--- src/rtl/cpcs_enc_8b10b.sv ---
// rtl/cpcs_enc_8b10b.sv - transmit 8B/10B encoder with running disparity and K28.5 idle insertion (optional CPCS_ENC_KERR_CNT_EN adds kerr_cnt)
module cpcs_enc_8b10b #(
  parameter bit IDLE_INSERT = 1'b1
) (
  input  logic       tbc,
  input  logic       aresetn,
  input  logic       ce,
  input  logic [7:0] tx_data,
  input  logic       tx_k,
  input  logic       tx_valid,
  output logic       tx_ready,
  output logic [9:0] tx_code,
  output logic       tx_code_vld,
  output logic       rd_out,
  output logic       tx_kerr
`ifdef CPCS_ENC_KERR_CNT_EN
  ,
  output logic [7:0] kerr_cnt
`endif
);

  logic [7:0] enc_byte;
  logic       enc_k;
  logic       k_legal;
  logic       kerr_now;
  logic [4:0] x;
  logic [2:0] y;
  logic [5:0] c6_neg;
  logic [5:0] c6;
  logic [3:0] c4_neg;
  logic [3:0] c4;
  logic       unbal6;
  logic       unbal4;
  logic       rd6;
  logic       alt7;
  logic       rd_next;
  logic [9:0] code_next;

  assign tx_ready = ce;

  // Legal control characters: every K28.y plus K23.7, K27.7, K29.7, K30.7
  always_comb begin
    k_legal  = (tx_data[4:0] == 5'd28) ||
               ((tx_data[7:5] == 3'd7) &&
                ((tx_data[4:0] == 5'd23) || (tx_data[4:0] == 5'd27) ||
                 (tx_data[4:0] == 5'd29) || (tx_data[4:0] == 5'd30)));
    kerr_now = tx_valid & tx_k & ~k_legal;
  end

  // Encode the offered byte, or K28.5 when idle, against the current RD
  always_comb begin
    enc_byte = tx_valid ? tx_data : 8'hBC;
    enc_k    = tx_valid ? (tx_k & k_legal) : 1'b1;
    x        = enc_byte[4:0];
    y        = enc_byte[7:5];
    // RD- column of the 5b/6b table, written abcdei with a at the MSB
    case (x)
      5'd0:  c6_neg = 6'b100111;
      5'd1:  c6_neg = 6'b011101;
      5'd2:  c6_neg = 6'b101101;
      5'd3:  c6_neg = 6'b110001;
      5'd4:  c6_neg = 6'b110101;
      5'd5:  c6_neg = 6'b101001;
      5'd6:  c6_neg = 6'b011001;
      5'd7:  c6_neg = 6'b111000;
      5'd8:  c6_neg = 6'b111001;
      5'd9:  c6_neg = 6'b100101;
      5'd10: c6_neg = 6'b010101;
      5'd11: c6_neg = 6'b110100;
      5'd12: c6_neg = 6'b001101;
      5'd13: c6_neg = 6'b101100;
      5'd14: c6_neg = 6'b011100;
      5'd15: c6_neg = 6'b010111;
      5'd16: c6_neg = 6'b011011;
      5'd17: c6_neg = 6'b100011;
      5'd18: c6_neg = 6'b010011;
      5'd19: c6_neg = 6'b110010;
      5'd20: c6_neg = 6'b001011;
      5'd21: c6_neg = 6'b101010;
      5'd22: c6_neg = 6'b011010;
      5'd23: c6_neg = 6'b111010;
      5'd24: c6_neg = 6'b110011;
      5'd25: c6_neg = 6'b100110;
      5'd26: c6_neg = 6'b010110;
      5'd27: c6_neg = 6'b110110;
      5'd28: c6_neg = 6'b001110;
      5'd29: c6_neg = 6'b101110;
      5'd30: c6_neg = 6'b011110;
      default: c6_neg = 6'b101011;
    endcase
    if (enc_k && (x == 5'd28)) begin
      c6_neg = 6'b001111;
    end
    unbal6 = ($countones(c6_neg) != 3);
    // D.07 is balanced but still has two spellings
    c6  = ((unbal6 || (x == 5'd7)) && rd_out) ? ~c6_neg : c6_neg;
    rd6 = rd_out ^ unbal6;

    // Alternate x.A7 avoids a run of five inside the combined code group
    alt7 = enc_k ||
           (!rd6 && ((x == 5'd17) || (x == 5'd18) || (x == 5'd20))) ||
           (rd6 && ((x == 5'd11) || (x == 5'd13) || (x == 5'd14)));
    case (y)
      3'd0:    c4_neg = 4'b1011;
      3'd1:    c4_neg = 4'b1001;
      3'd2:    c4_neg = 4'b0101;
      3'd3:    c4_neg = 4'b1100;
      3'd4:    c4_neg = 4'b1101;
      3'd5:    c4_neg = 4'b1010;
      3'd6:    c4_neg = 4'b0110;
      default: c4_neg = alt7 ? 4'b0111 : 4'b1110;
    endcase
    unbal4 = ($countones(c4_neg) != 2);
    // Balanced K28 3b/4b codes are inverted after a negative 6b sub-block
    if ((unbal4 || (y == 3'd3)) && rd6) begin
      c4 = ~c4_neg;
    end else if (enc_k && !unbal4 && (y != 3'd3) && !rd6) begin
      c4 = ~c4_neg;
    end else begin
      c4 = c4_neg;
    end
    rd_next = rd6 ^ unbal4;

    // Bit 0 carries a, the first bit on the wire
    code_next = {c4[0], c4[1], c4[2], c4[3],
                 c6[0], c6[1], c6[2], c6[3], c6[4], c6[5]};
  end

  // Register the code group, its qualifier, RD and the illegal-K pulse
  always_ff @(posedge tbc or negedge aresetn) begin
    if (!aresetn) begin
      tx_code     <= 10'h000;
      tx_code_vld <= 1'b0;
      rd_out      <= 1'b0;
      tx_kerr     <= 1'b0;
    end else if (ce) begin
      tx_kerr <= kerr_now;
      if (tx_valid) begin
        tx_code     <= code_next;
        tx_code_vld <= 1'b1;
        rd_out      <= rd_next;
      end else begin
        tx_code_vld <= 1'b0;
        if (IDLE_INSERT) begin
          tx_code <= code_next;
          rd_out  <= rd_next;
        end
      end
    end else begin
      tx_kerr <= 1'b0;
    end
  end

`ifdef CPCS_ENC_KERR_CNT_EN
  // Saturating count of illegal-K pulses
  always_ff @(posedge tbc or negedge aresetn) begin
    if (!aresetn) begin
      kerr_cnt <= 8'h00;
    end else if (ce && kerr_now && (kerr_cnt != 8'hFF)) begin
      kerr_cnt <= kerr_cnt + 8'h01;
    end
  end
`endif

endmodule

--- config.mk ---
export PLATFORM = sky130hd
export DESIGN_NAME = cpcs_enc_8b10b
export DESIGN_NICKNAME = d
export VERILOG_FILES = /design/src/rtl/cpcs_enc_8b10b.sv
export SDC_FILE = /design/constraint.sdc
export NUM_CORES = 1
export LEC_CHECK = 0
export CAP_MARGIN = 10
export CORE_MARGIN = 2
export CORE_UTILIZATION = 55
export CTS_BUF_LIST = sky130_fd_sc_hd__clkbuf_2 sky130_fd_sc_hd__clkbuf_4 sky130_fd_sc_hd__clkbuf_8
export DETAILED_ROUTE_END_ITERATION = 10
export PLACE_DENSITY_LB_ADDON = 0.25
export SKIP_LAST_GASP = 1
export SLEW_MARGIN = 20
export SYNTH_ARGS = -nofsm -noshare
export SYNTH_HDL_FRONTEND = slang
export SYNTH_SLANG_ARGS = --single-unit
--- constraint.sdc ---
create_clock -name tbc -period 6.5 [get_ports tbc]
set_clock_uncertainty 0.1 [all_clocks]
set_input_delay 1.3 -clock tbc [delete_from_list [all_inputs] [get_ports tbc]]
set_output_delay 1.3 -clock tbc [all_outputs]
set_load 0.05 [all_outputs]
==> impl_metrics.py, run 1 <==
metrics = {
    "synthesis": {
        "ys_types": 50,
        "ys_seq_elements": 13,
        "async_reset_ff_share_pct": 100,
        "yosysWarnings": 0,
        "synth_compound_area_share_pct": 23.0,
        "synth_enable_flop_cells": 0,
        "syn_nets": 196,
        "yosys.area_share.simple_pct": 16.6,
        "yosysSeqAreaShare_pct": 21.7,
        "synth_cells": 170,
        "synth_area_leaders": "dfrtp_1, ha_1, fa_1, a21oi_1, inv_1",
        "synth_ff_type": "dfrtp_1",
        "yosysTopAreaCellShare_pct": 21.7,
        "synth_xor_area_share_pct": 8.02,
        "synth_top_area_cell": "dfrtp_1",
        "synth_mux_area_share_pct": 8.27,
        "synth_top_family_by_area": "compound AO/OA/AOI/OAI gates",
        "synth.avg_cell_area_um2": 8.81,
        "netlist_area_um2": 1500,
        "synth_fa_ha_area_share_pct": 14.2,
    },
    "outcome": {
        "firstError": "[ERROR DPL-0038] Utilization greater than 100%, impossible to legalize",
        "lastStage": "clock tree synthesis",
        "status": "aborted with a tool error",
    },
    "cts": {
        "cts_inserted_buffers": 3,
        "cts_setup_buffers": 90,
        "cts_root_buf": "clkbuf_4",
        "post_cts_resized": 42,
        "h-tree-depth": 1,
        "clock-sinks": 13,
        "clockBufferDepth": 2,
        "cts_hold_buf": 0,
    },
    "die": {
        "io-pin-count": 27,
        "die_height_um": 56.2,
        "num_rows": 18,
        "die_width_um": 56.2,
        "start_util_pct": 59.4,
    },
    "placement": {
        "hpwlAfterDp_um": 3550,
        "gp_congestion": 0.891,
        "io_buffers": 26,
        "place_area_um2": 2150,
    },
}
[cells in the mapped netlist, types with 4 or more instances]
cell type and number:
xnor2_1 6, xor2_1 4, fa_1 4, clkbuf_1 6
o21ai_0 6, inv_1 15, nand2b_1 4, nor2b_1 5
nor2_1 9, dfrtp_1 13, ha_1 9, a21oi_1 12
nand2_1 12, mux2_2 5, nand3_1 4
[stage by stage]
stage / hold WS [ns] / std cells / TNS (ns) / setup slack, ns / util, %
after detailed placement: 0.397 / 265 / -9.38 / -2.00 / 85.3
after global placement: 0.391 / 265 / -8.03 / -1.73 / 85.3
after floorplan: 0.673 / 170 / -6.41 / -1.44 / -
[cells by family after synthesis]
kind of cell               after synthesis
muxes                                   10
xor gates and xnor gates                12
buffers and inverters                   27
DFF                                     13
AOI/OAI and AO/OA                       46
adders and majority gates               15
and+or+nand+nor                         47
==> run 2, diff against run 1 <==
Settings changed: CORE_UTILIZATION 55 to 40, CTS_BUF_LIST sky130_fd_sc_hd__clkbuf_2 sky130_fd_sc_hd__clkbuf_4 sky130_fd_sc_hd__clkbuf_8 to default, PLACE_DENSITY_LB_ADDON 0.25 to 0.15.
==> impl_metrics.py, run 2 <==
metrics = {
    "power_and_ir_drop": {
        "power_frac_clock_pct": 9.6,
        "internal-power_mw": 0.408,
        "p_per_area_nw_per_um2": 313,
        "seqPwrFrac_pct": 19.0,
        "max-vdd-ir-drop_v": 0.000286,
        "finalPower_mw": 0.748,
        "power_leakage_nw": 1.09,
        "power_switching_mw": 0.340,
        "switching_share_pct": 45.5,
        "pwr-share-comb_pct": 71.4,
    },
    "global_routing": {
        "overflow": 0,
        "grt_use_met3_pct": 4.62,
        "grt-busiest-layer": "met2",
        "grt_first_pass_wirelength_um": 6560,
        "grt_pass1_vias": 1485,
        "grt_antenna_before_repair": 0,
        "grt.total_usage_pct": 19.8,
        "grtUsageMet2_pct": 33.4,
        "grt_use_met1_pct": 25.4,
        "grt_max_degree": 19,
    },
    "sta": {
        "rsz0062_at_grt": "yes",
        "worst_pin_slew_ns": 0.748,
        "slew_violations": 0,
        "layout_setup_ws_ns": -1.14,
        "hold_violations": 0,
        "slew_headroom_pct": 50.0,
        "period_share_pct": 118,
        "fmax_mhz": 131,
        "tns_ns": -5.42,
        "setup_violations": 5,
        "fin_crit_ns": 7.64,
        "whs_ns": 0.411,
    },
    "synthesis": {
        "yosysWarnings": 0,
        "ys_seq_elements": 13,
        "ys_types": 50,
        "synth_compound_area_share_pct": 23.0,
        "synth.avg_cell_area_um2": 8.81,
        "synth_top_area_cell": "dfrtp_1",
        "yosysMostFrequentCell": "inv_1",
        "synth_area_leaders": "dfrtp_1, ha_1, fa_1, a21oi_1, inv_1",
        "synth_mux_area_share_pct": 8.27,
        "synth_ff_type": "dfrtp_1",
        "syn_nets": 196,
        "async_reset_ff_share_pct": 100,
        "yosys-top-cells-count": "inv_1, dfrtp_1, a21oi_1, nand2_1",
        "yosysSeqAreaShare_pct": 21.7,
        "synth_enable_flop_cells": 0,
        "synth_xor_area_share_pct": 8.02,
        "yosys.area_share.simple_pct": 16.6,
        "netlist_area_um2": 1500,
        "synth_cells": 170,
        "synth_fa_ha_area_share_pct": 14.2,
        "yosysTopAreaCellShare_pct": 21.7,
        "synth_top_family_by_area": "compound AO/OA/AOI/OAI gates",
    },
    "final_layout": {
        "area_growth_pct": 59.6,
        "final_nets": 275,
        "antennaDiodeCount": 0,
        "ff_latch_area_um2": 325,
        "nFillCells": 310,
        "largest_register_ffs": 10,
        "final_cell_mix": "buf_4, clkdlybuf4s50_1, dfrtp_1, a21oi_1, inv_1",
        "multiInputGateArea_um2": 1170,
        "top_register": "tx_code",
        "drive_gt1_share_pct": 42.7,
        "layout_commonest_cell": "buf_4",
        "fin_cells": 296,
    },
    "cts": {
        "h-tree-depth": 1,
        "cts_inserted_buffers": 3,
        "clockBufferDepth": 2,
        "clock-sinks": 13,
        "cts_tree": "done",
        "clk_pin_slew_ns": 0.05,
        "cts_hold_buf": 0,
        "cts_root_buf": "clkbuf_8",
        "clock_latency_ns": 0.25,
    },
    "outcome": {
        "status": "complete, but fails checks",
        "violations": "negative setup slack",
    },
    "drt": {
        "drc": 0,
        "dr.pass1.iters": 4,
        "drt_wl_total_um": 4100,
        "vias": 1556,
        "ant_nets": 0,
        "wl_per_cell_um": 13.8,
        "via_per_inst": 5.26,
        "drt-initial-drc-count": 51,
    },
    "worst_setup_path": {
        "required_ns": 6.53,
        "cpMaxStageDelayCell": "or4_4",
        "end_kind": "register",
        "path_common_cell": "fa_1",
        "worstSetupStartpointType": "input port",
        "path_max_fanout": 4,
        "crit_type": "input port to register",
        "slowest_delay_ns": 0.52,
        "critPathArrivalTime_ns": 7.67,
    },
    "placement": {
        "dp.cells": 280,
        "io_buffers": 26,
        "gp_congestion": 0.899,
        "hpwlAfterDp_um": 3150,
    },
    "die": {
        "die_width_um": 65.2,
        "start_util_pct": 41.2,
        "die_height_um": 65.2,
        "core-area_um2": 3630,
        "dieArea_um2": 4250,
        "io-pin-count": 27,
        "num_rows": 22,
    },
    "run": {
        "drv_cap": 0,
    },
    "hold_path": {
        "hold_class": "register to register",
    },
}
run 2: cell counts after synthesis:
Identical to the previous run, type by type.
run 2: what timing repair did:
action | in CTS | in global routing
gates resized for setup | 38 | 10
setup endpoints to repair | 5 | 5
buffers inserted | 7 | 5
pin swaps | 18 | 5
run 2: final timing paths:
check                      slack [ns]              startpoint                     end  cells past startpoint
min in group asynchronous        1.32                 aresetn  tx_code[6]$_DFFE_PN0P_                      1
max in group asynchronous        4.60                 aresetn  tx_code[2]$_DFFE_PN0P_                      1
hold / removal                   0.41  tx_code[3]$_DFFE_PN0P_  tx_code[3]$_DFFE_PN0P_                      1
setup / recovery                -1.14                tx_valid  tx_code[9]$_DFFE_PN0P_                     28
setup reg to reg                 2.66      rd_out$_DFFE_PN0P_  tx_code[9]$_DFFE_PN0P_                     13
hold reg to reg                  0.41  tx_code[3]$_DFFE_PN0P_  tx_code[3]$_DFFE_PN0P_                      1
run 2: kinds of logic after synthesis:
family                     after synthesis
buffers and inverters                   27
and+or+nand+nor                         47
xor gates and xnor gates                12
adders and majority gates               15
DFF                                     13
AOI/OAI and AO/OA                       46
muxes                                   10
run 2: cell type report:
cell class | count | share of cell area, %
multi-input cells | 130 | 48.9
well taps | 48 | 2.51
flip-flops and latches | 13 | 13.6
repair buffers | 86 | 30.6
inverters | 15 | 2.46
clock buffers | 4 | 1.88
run 2: routing by layer:
metal / wire, um / vias to the layer above / part of all wire [%]
met2: 2110 / 32 / 52
met1: 1750 / 756 / 43
met3: 167 / 9 / 4.1
met4: 73 / 0 / 1.8
li1: - / 759 / -
met5: 0 / - / 0
run 2: stage by stage:
stage / utilization (%) / cell area [um2] / setup WS, ns
after detailed placement: 59.2 / 2150 / -1.89
final: 65.8 / 2390 / -1.14
after global placement: 59.2 / 2150 / -1.78
after CTS: 63.8 / 2320 / -1.05
after global routing: 65.8 / 2390 / -1.40
after floorplan: - / 1570 / -1.44
run 2: power by group through the flow:
stage               combinational, mW  sequential [mW]  clock [mW]
finish                          0.534            0.142      0.0721
detailed placement              0.495            0.143           0
floorplan                       0.208            0.267           0
CTS                             0.515            0.142      0.0724
global placement                0.486            0.142           0
global route                    0.568            0.146      0.0768
run 2: critical path: cells and delay by family:
kind            cells  cell delay (ns)
compound gates      4             0.95
xor+xnor            2             0.35
fa+ha+maj           9             2.72
buf+inv             4             0.24
mux                 3             0.51
simple gates        6             1.60
Power figures use the tool's default switching activity.
